<file path="src/rtl/stack_engine_if.sv">
// Op/response handshake and data-RAM port shared by the control unit and the stack engine.
interface stack_engine_if #(
   parameter int DATA_W = 8,
   parameter int ADDR_W = 8
);
   logic              op_valid;
   logic              op_ready;
   logic [1:0]        op_code;
   logic [DATA_W-1:0] op_wdata;
   logic              rsp_valid;
   logic              rsp_ready;
   logic [DATA_W-1:0] rsp_rdata;
   logic              rsp_err;
   logic [ADDR_W-1:0] mem_addr;
   logic              mem_we;
   logic              mem_re;
   logic [DATA_W-1:0] mem_wdata;
   logic [DATA_W-1:0] mem_rdata;

   modport master (
      output op_valid, op_code, op_wdata, rsp_ready, mem_rdata,
      input  op_ready, rsp_valid, rsp_rdata, rsp_err, mem_addr, mem_we, mem_re, mem_wdata
   );

   modport slave (
      input  op_valid, op_code, op_wdata, rsp_ready, mem_rdata,
      output op_ready, rsp_valid, rsp_rdata, rsp_err, mem_addr, mem_we, mem_re, mem_wdata
   );
endinterface

</file>
<file path="src/rtl/stack_engine.sv">
// Stack executor: turns push/pop/load-SP ops into single RAM accesses and owns the
// downward-growing stack pointer (SP = next free slot).
module stack_engine #(
   parameter int                DATA_W       = 8,
   parameter int                ADDR_W       = 8,
   parameter logic [ADDR_W-1:0] STACK_TOP    = 8'hFF,
   parameter logic [ADDR_W-1:0] STACK_BOTTOM = 8'hAF,
   parameter int                RD_LAT       = 1
) (
   input  logic              clk,
   input  logic              rst_n,
   stack_engine_if.slave     bus,
   output logic [ADDR_W-1:0] sp,
   output logic              full,
   output logic              empty
);
   typedef enum logic [2:0] {IDLE, WRITE, READ, WAIT, RESP} state_t;

   localparam logic [ADDR_W-1:0] SP_LOW   = STACK_BOTTOM - 1'b1;
   localparam logic [ADDR_W-1:0] SP_SPAN  = STACK_TOP - SP_LOW;
   localparam int                CNT_W    = (RD_LAT > 1) ? $clog2(RD_LAT) : 1;
   localparam logic [CNT_W-1:0]  CNT_LAST = CNT_W'(RD_LAT - 1);

   state_t            r_state;
   logic [ADDR_W-1:0] r_sp;
   logic [CNT_W-1:0]  r_cnt;
   logic              r_full;
   logic              r_empty;
   logic [DATA_W-1:0] r_rsp_rdata;
   logic              r_rsp_err;
   logic [ADDR_W-1:0] r_mem_addr;
   logic              r_mem_we;
   logic              r_mem_re;
   logic [DATA_W-1:0] r_mem_wdata;

   logic [ADDR_W-1:0] w_new_sp;
   logic [ADDR_W-1:0] w_new_off;
   logic              w_load_ok;
   logic              w_full_now;
   logic              w_empty_now;

   // Range check done as an offset from the lowest legal SP so it stays valid modulo 2^ADDR_W.
   assign w_new_sp    = ADDR_W'(bus.op_wdata);
   assign w_new_off   = w_new_sp - SP_LOW;
   assign w_load_ok   = (w_new_off <= SP_SPAN);
   assign w_full_now  = (r_sp == SP_LOW);
   assign w_empty_now = (r_sp == STACK_TOP);

   always_ff @(posedge clk or negedge rst_n) begin
      if (!rst_n) begin
         r_state     <= IDLE;
         r_sp        <= STACK_TOP;
         r_cnt       <= '0;
         r_full      <= 1'b0;
         r_empty     <= 1'b1;
         r_rsp_rdata <= '0;
         r_rsp_err   <= 1'b0;
         r_mem_addr  <= '0;
         r_mem_we    <= 1'b0;
         r_mem_re    <= 1'b0;
         r_mem_wdata <= '0;
      end else begin
         r_full  <= w_full_now;
         r_empty <= w_empty_now;
         case (r_state)
            IDLE: begin
               if (bus.op_valid) begin
                  case (bus.op_code)
                     2'b01: begin
                        if (w_full_now) begin
                           r_rsp_err <= 1'b1;
                           r_state   <= RESP;
                        end else begin
                           r_mem_we    <= 1'b1;
                           r_mem_addr  <= r_sp;
                           r_mem_wdata <= bus.op_wdata;
                           r_state     <= WRITE;
                        end
                     end
                     2'b10: begin
                        if (w_empty_now) begin
                           r_rsp_err <= 1'b1;
                           r_state   <= RESP;
                        end else begin
                           r_mem_re   <= 1'b1;
                           r_mem_addr <= r_sp + 1'b1;
                           r_state    <= READ;
                        end
                     end
                     2'b11: begin
                        if (w_load_ok) begin
                           r_sp <= w_new_sp;
                        end else begin
                           r_rsp_err <= 1'b1;
                        end
                        r_state <= RESP;
                     end
                     default: r_state <= RESP;
                  endcase
               end
            end
            WRITE: begin
               r_mem_we <= 1'b0;
               r_sp     <= r_sp - 1'b1;
               r_state  <= RESP;
            end
            READ: begin
               r_mem_re <= 1'b0;
               r_cnt    <= '0;
               r_state  <= WAIT;
            end
            // Read data is sampled in the last latency cycle, together with the SP release.
            WAIT: begin
               if (r_cnt == CNT_LAST) begin
                  r_rsp_rdata <= bus.mem_rdata;
                  r_sp        <= r_sp + 1'b1;
                  r_state     <= RESP;
               end else begin
                  r_cnt <= r_cnt + 1'b1;
               end
            end
            RESP: begin
               if (bus.rsp_ready) begin
                  r_rsp_rdata <= '0;
                  r_rsp_err   <= 1'b0;
                  r_state     <= IDLE;
               end
            end
            default: r_state <= IDLE;
         endcase
      end
   end

   assign bus.op_ready  = (r_state == IDLE);
   assign bus.rsp_valid = (r_state == RESP);
   assign bus.rsp_rdata = r_rsp_rdata;
   assign bus.rsp_err   = r_rsp_err;
   assign bus.mem_addr  = r_mem_addr;
   assign bus.mem_we    = r_mem_we;
   assign bus.mem_re    = r_mem_re;
   assign bus.mem_wdata = r_mem_wdata;
   assign sp            = r_sp;
   assign full          = r_full;
   assign empty         = r_empty;
endmodule
</file>
<file path="src/flat_wrapper.sv">
// flat-port wrapper written by rule: the top's interface ports become plain ports
module stack_engine_flat 
#(
   parameter int                DATA_W       = 8,
   parameter int                ADDR_W       = 8,
   parameter logic [ADDR_W-1:0] STACK_TOP    = 8'hFF,
   parameter logic [ADDR_W-1:0] STACK_BOTTOM = 8'hAF,
   parameter int                RD_LAT       = 1
)
  (clk, rst_n, sp, full, empty, bus_op_valid, bus_op_code, bus_op_wdata, bus_rsp_ready, bus_mem_rdata, bus_op_ready, bus_rsp_valid, bus_rsp_rdata, bus_rsp_err, bus_mem_addr, bus_mem_we, bus_mem_re, bus_mem_wdata);
  stack_engine_if #(.DATA_W(DATA_W), .ADDR_W(ADDR_W)) bus_i ();
  input  logic clk;
  input  logic rst_n;
  output logic [ADDR_W-1:0] sp;
  output logic full;
  output logic empty;
  input wire logic [$bits(bus_i.op_valid)-1:0] bus_op_valid;
  input wire logic [$bits(bus_i.op_code)-1:0] bus_op_code;
  input wire logic [$bits(bus_i.op_wdata)-1:0] bus_op_wdata;
  input wire logic [$bits(bus_i.rsp_ready)-1:0] bus_rsp_ready;
  input wire logic [$bits(bus_i.mem_rdata)-1:0] bus_mem_rdata;
  output wire logic [$bits(bus_i.op_ready)-1:0] bus_op_ready;
  output wire logic [$bits(bus_i.rsp_valid)-1:0] bus_rsp_valid;
  output wire logic [$bits(bus_i.rsp_rdata)-1:0] bus_rsp_rdata;
  output wire logic [$bits(bus_i.rsp_err)-1:0] bus_rsp_err;
  output wire logic [$bits(bus_i.mem_addr)-1:0] bus_mem_addr;
  output wire logic [$bits(bus_i.mem_we)-1:0] bus_mem_we;
  output wire logic [$bits(bus_i.mem_re)-1:0] bus_mem_re;
  output wire logic [$bits(bus_i.mem_wdata)-1:0] bus_mem_wdata;
  assign bus_i.op_valid = bus_op_valid;
  assign bus_i.op_code = bus_op_code;
  assign bus_i.op_wdata = bus_op_wdata;
  assign bus_i.rsp_ready = bus_rsp_ready;
  assign bus_i.mem_rdata = bus_mem_rdata;
  assign bus_op_ready = bus_i.op_ready;
  assign bus_rsp_valid = bus_i.rsp_valid;
  assign bus_rsp_rdata = bus_i.rsp_rdata;
  assign bus_rsp_err = bus_i.rsp_err;
  assign bus_mem_addr = bus_i.mem_addr;
  assign bus_mem_we = bus_i.mem_we;
  assign bus_mem_re = bus_i.mem_re;
  assign bus_mem_wdata = bus_i.mem_wdata;
  stack_engine #(.DATA_W(DATA_W), .ADDR_W(ADDR_W), .STACK_TOP(STACK_TOP), .STACK_BOTTOM(STACK_BOTTOM), .RD_LAT(RD_LAT)) u_core (.clk(clk), .rst_n(rst_n), .bus(bus_i), .sp(sp), .full(full), .empty(empty));
endmodule
</file>
<file path="config.mk">
export PLATFORM = sky130hd
export DESIGN_NAME = stack_engine_flat
export DESIGN_NICKNAME = d
export VERILOG_FILES = /design/src/rtl/stack_engine_if.sv /design/src/rtl/stack_engine.sv /design/src/flat_wrapper.sv
export SDC_FILE = /design/constraint.sdc
export NUM_CORES = 1
export LEC_CHECK = 0
export BUFFER_PORTS_ARGS = -buffer_cell sky130_fd_sc_hd__buf_4
export CORE_UTILIZATION = 53
export DETAILED_ROUTE_END_ITERATION = 12
export PLACE_DENSITY = 0.76
export RECOVER_POWER = 25
export SYNTH_ARGS = -nofsm -noshare
export SYNTH_HDL_FRONTEND = slang
export SYNTH_SLANG_ARGS = --single-unit
</file>
<file path="constraint.sdc">
create_clock -name clk -period 4.5 [get_ports clk]
set_input_delay 0.9 -clock clk [delete_from_list [all_inputs] [get_ports clk]]
set_output_delay 0.9 -clock clk [all_outputs]
set_load 0.05 [all_outputs]
</file>
==> flow_summary.json <==
{
  "synth-xor-area-share": 0.0296,
  "rows": 23,
  "die_h_um": 68.9,
  "max_freq_mhz": 397,
  "place_hpwl_um": 3880,
  "failed_checks": "capacitance limit, slew limit",
  "yosys.cell_types.count": 54,
  "syn_area_um2": 2370,
  "clk_latency_ns": 0.30,
  "ctsHoldBuffers": 0,
  "syn-instance-count": 244,
  "slew_headroom": -0.374,
  "synth_most_common_cell": "dfrtp_1",
  "ios": 61,
  "crit_type": "in2reg",
  "synth_edf_count": 0,
  "clock_skew_ns": 0.00894,
  "first_pass_iters": 4,
  "nFillCells": 369,
  "h-tree-depth": 2,
  "yosysSeqAreaShare": 0.427,
  "fin_crit_sh": 0.560,
  "via_per_inst": 5.82,
  "ff2ff_path_depth": 6,
  "vias": 2014,
  "drt_iter0_markers": 145,
  "place_area_um2": 2800,
  "drive_gt1_frac": 0.345,
  "muxShareOfSynthArea": 0.0860,
  "synth_top_family_by_area": "simple AND/OR/NAND/NOR gates",
  "regArea_um2": 1010,
  "period_minus_slack_ns": 2.52,
  "final_hold_viol_count": 0,
  "place_congestion": 0.863,
  "outcome": "finished with violations",
  "rsz0062_at_grt": "false",
  "regToRegEndpoint": "u_core.bus.mem_addr[3]",
  "detail_route.wl_per_cell_um": 15.8,
  "crit_arrival_ns": 2.73,
  "synth_top_area_cell": "dfrtp_1",
  "ant_nets": 0,
  "grt_use_total": 0.257,
  "multi_input_area_um2": 1230,
  "cp-end-kind": "flop",
  "hold_depth": 2,
  "slew_violations": 41,
  "finalNetCount": 324,
  "overflow": 0,
  "grt_pass1_wl_um": 8880,
  "drc": 0,
  "grt_max_degree": 41,
  "worst_pin_slew_ns": 2.06,
  "antenna_found_initial": 0,
  "port_buffers": 60,
  "synth_flop_cell": "dfrtp_1",
  "drv_cap": 1,
  "worstPathRequired_ns": 4.71,
  "worstSetupStartpointType": "primary input",
  "setup_violations": 0,
  "p_per_area_nw_per_um2": 782,
  "clkTransAtPathRegs_ns": 0.08,
  "synthToLayoutAreaGrowth_pct": 22.0,
  "netlist_top_cells_count": "dfrtp_1 (31), nand2_1 (28), nor2_1 (14)",
  "dieArea_um2": 4750,
  "r2r-start": "u_core.sp[1]",
  "cts_tree": "built",
  "cts.sink_count": 40,
  "cts_max_path_buffers": 2,
  "synth_adder_area_share": 0.0369,
  "rrSetupSlack_ns": 2.14,
  "synth_warnings": 0,
  "stdcell_area_um2": 2890,
  "async_reset_ff_frac": 1.00,
  "initial_utilization": 0.572,
  "hold_class": "reg2reg",
  "finalWirelength_um": 5460,
  "syn_nets": 273,
  "core_area_um2": 4140,
  "grt_pass1_vias": 1981,
  "ctsResizeCount": 0,
  "tns_ns": 0,
  "synth_top_area_share": 0.327,
  "synth_compound_gate_area_share": 0.179,
  "worstPathMaxFanout": 10,
  "postSynthAreaPerCell_um2": 9.72,
  "yosys.area_share.simple": 0.186,
  "vdd_ir_drop_max_v": 0.000463,
  "die_x_um": 68.9,
  "leakage_nw": 1.26,
  "crit_path_end": "u_core.sp[5]",
  "worstSetupStartpoint": "bus_op_wdata[1]",
  "postCtsSetupRepairBufs": 0,
  "n_antenna_cell": 0,
  "cts_made_buffers": 5,
  "root_buffer": "clkbuf_8",
  "ys_ff_latch": 40,
  "ys_top_cells_by_area": "dfrtp_1 (33%), dfstp_2 (10%), nand2_1 (4.4%)"
}
flip-flops by register name, indices dropped and copies added, names as in the netlist:
name / cells
u_core.bus.mem_addr: 8
u_core.bus.mem_re: 1
u_core.bus.mem_wdata: 8
u_core.bus.mem_we: 1
u_core.bus.rsp_err: 1
u_core.bus.rsp_rdata: 8
u_core.empty: 1
u_core.full: 1
u_core.r_state: 3
u_core.sp: 8
worst min-delay path by stage:
stage	startpoint	slack, ns	to
global route	u_core.bus.mem_wdata[0]	0.53	u_core.bus.mem_wdata[0]
floorplan	u_core.r_state[0]	0.55	u_core.r_state[0]
finish	u_core.bus.mem_wdata[1]	0.50	u_core.bus.mem_wdata[1]
CTS	u_core.bus.mem_wdata[1]	0.51	u_core.bus.mem_wdata[1]
global placement	u_core.bus.mem_wdata[1]	0.49	u_core.bus.mem_wdata[1]
detailed placement	u_core.bus.mem_wdata[1]	0.48	u_core.bus.mem_wdata[1]
through the flow:
step	utilization	hold WS [ns]	power [mW]	setup WS (ns)	std cells
after CTS	0.699	0.505	2.27	2.00	346
after detailed placement	0.675	0.483	2.01	1.69	338
after global routing	0.698	0.532	2.40	1.60	346
after global placement	0.675	0.486	1.99	1.73	338
final	0.698	0.502	2.26	1.98	346
after floorplan	-	0.548	1.66	1.79	244
layer usage:
metal | wire length, um | global-route usage | vias up
li1 | - | - | 976
met1 | 2470 | 0.324 | 965
met2 | 2630 | 0.421 | 62
met3 | 259 | 0.0641 | 11
met4 | 109 | 0.0995 | 0
met5 | 0 | 0 | -
cells in the final DEF (no fill, tap or decap), drive strengths merged, types with 9 or more instances in the layout:
master,n
dfstp,9
nor2,14
nand2,28
buf,60
o21ai,13
mux2,12
o22ai,10
a21oi,11
dfrtp,31
inv,10
cell families (layout without fill, tap and decap cells):
| group | after synthesis | count (layout) |
|---|---|---|
| AOI/OAI and AO/OA | 61 | 61 |
| xor gates and xnor gates | 8 | 8 |
| adders and majority gates | 7 | 7 |
| buffers and inverters | 27 | 79 |
| DFF | 40 | 40 |
| muxes | 17 | 17 |
| and+or+nand+nor | 84 | 84 |
layout make-up:
type                            count  share of cell area
Sequential cell                    40               0.350
Tap cell                           50              0.0216
Timing Repair Buffer               61               0.157
Clock inverter                      2             0.00519
Clock buffer                        6              0.0285
Inverter                           10              0.0130
Multi-Input combinational cell    177               0.425
critical path, cell delays in order:
cell and delay [ns]:
buf_4 0.13, ha_1 0.32, nor2b_1 0.15, a2111oi_2 0.36, o31ai_2 0.19, or2_1 0.38
a311oi_1 0.30
report_power, final:
| group | total [mW] | leakage (nW) | switching [mW] | internal, mW |
|---|---|---|---|---|
| Sequential | 0.734 | 0.479 | 0.200 | 0.533 |
| Combinational | 1.27 | 0.741 | 0.837 | 0.433 |
| Clock | 0.257 | 0.0434 | 0.133 | 0.124 |
| Total | 2.26 | 1.26 | 1.17 | 1.09 |
No activity file was read; power rests on OpenSTA's default activity.
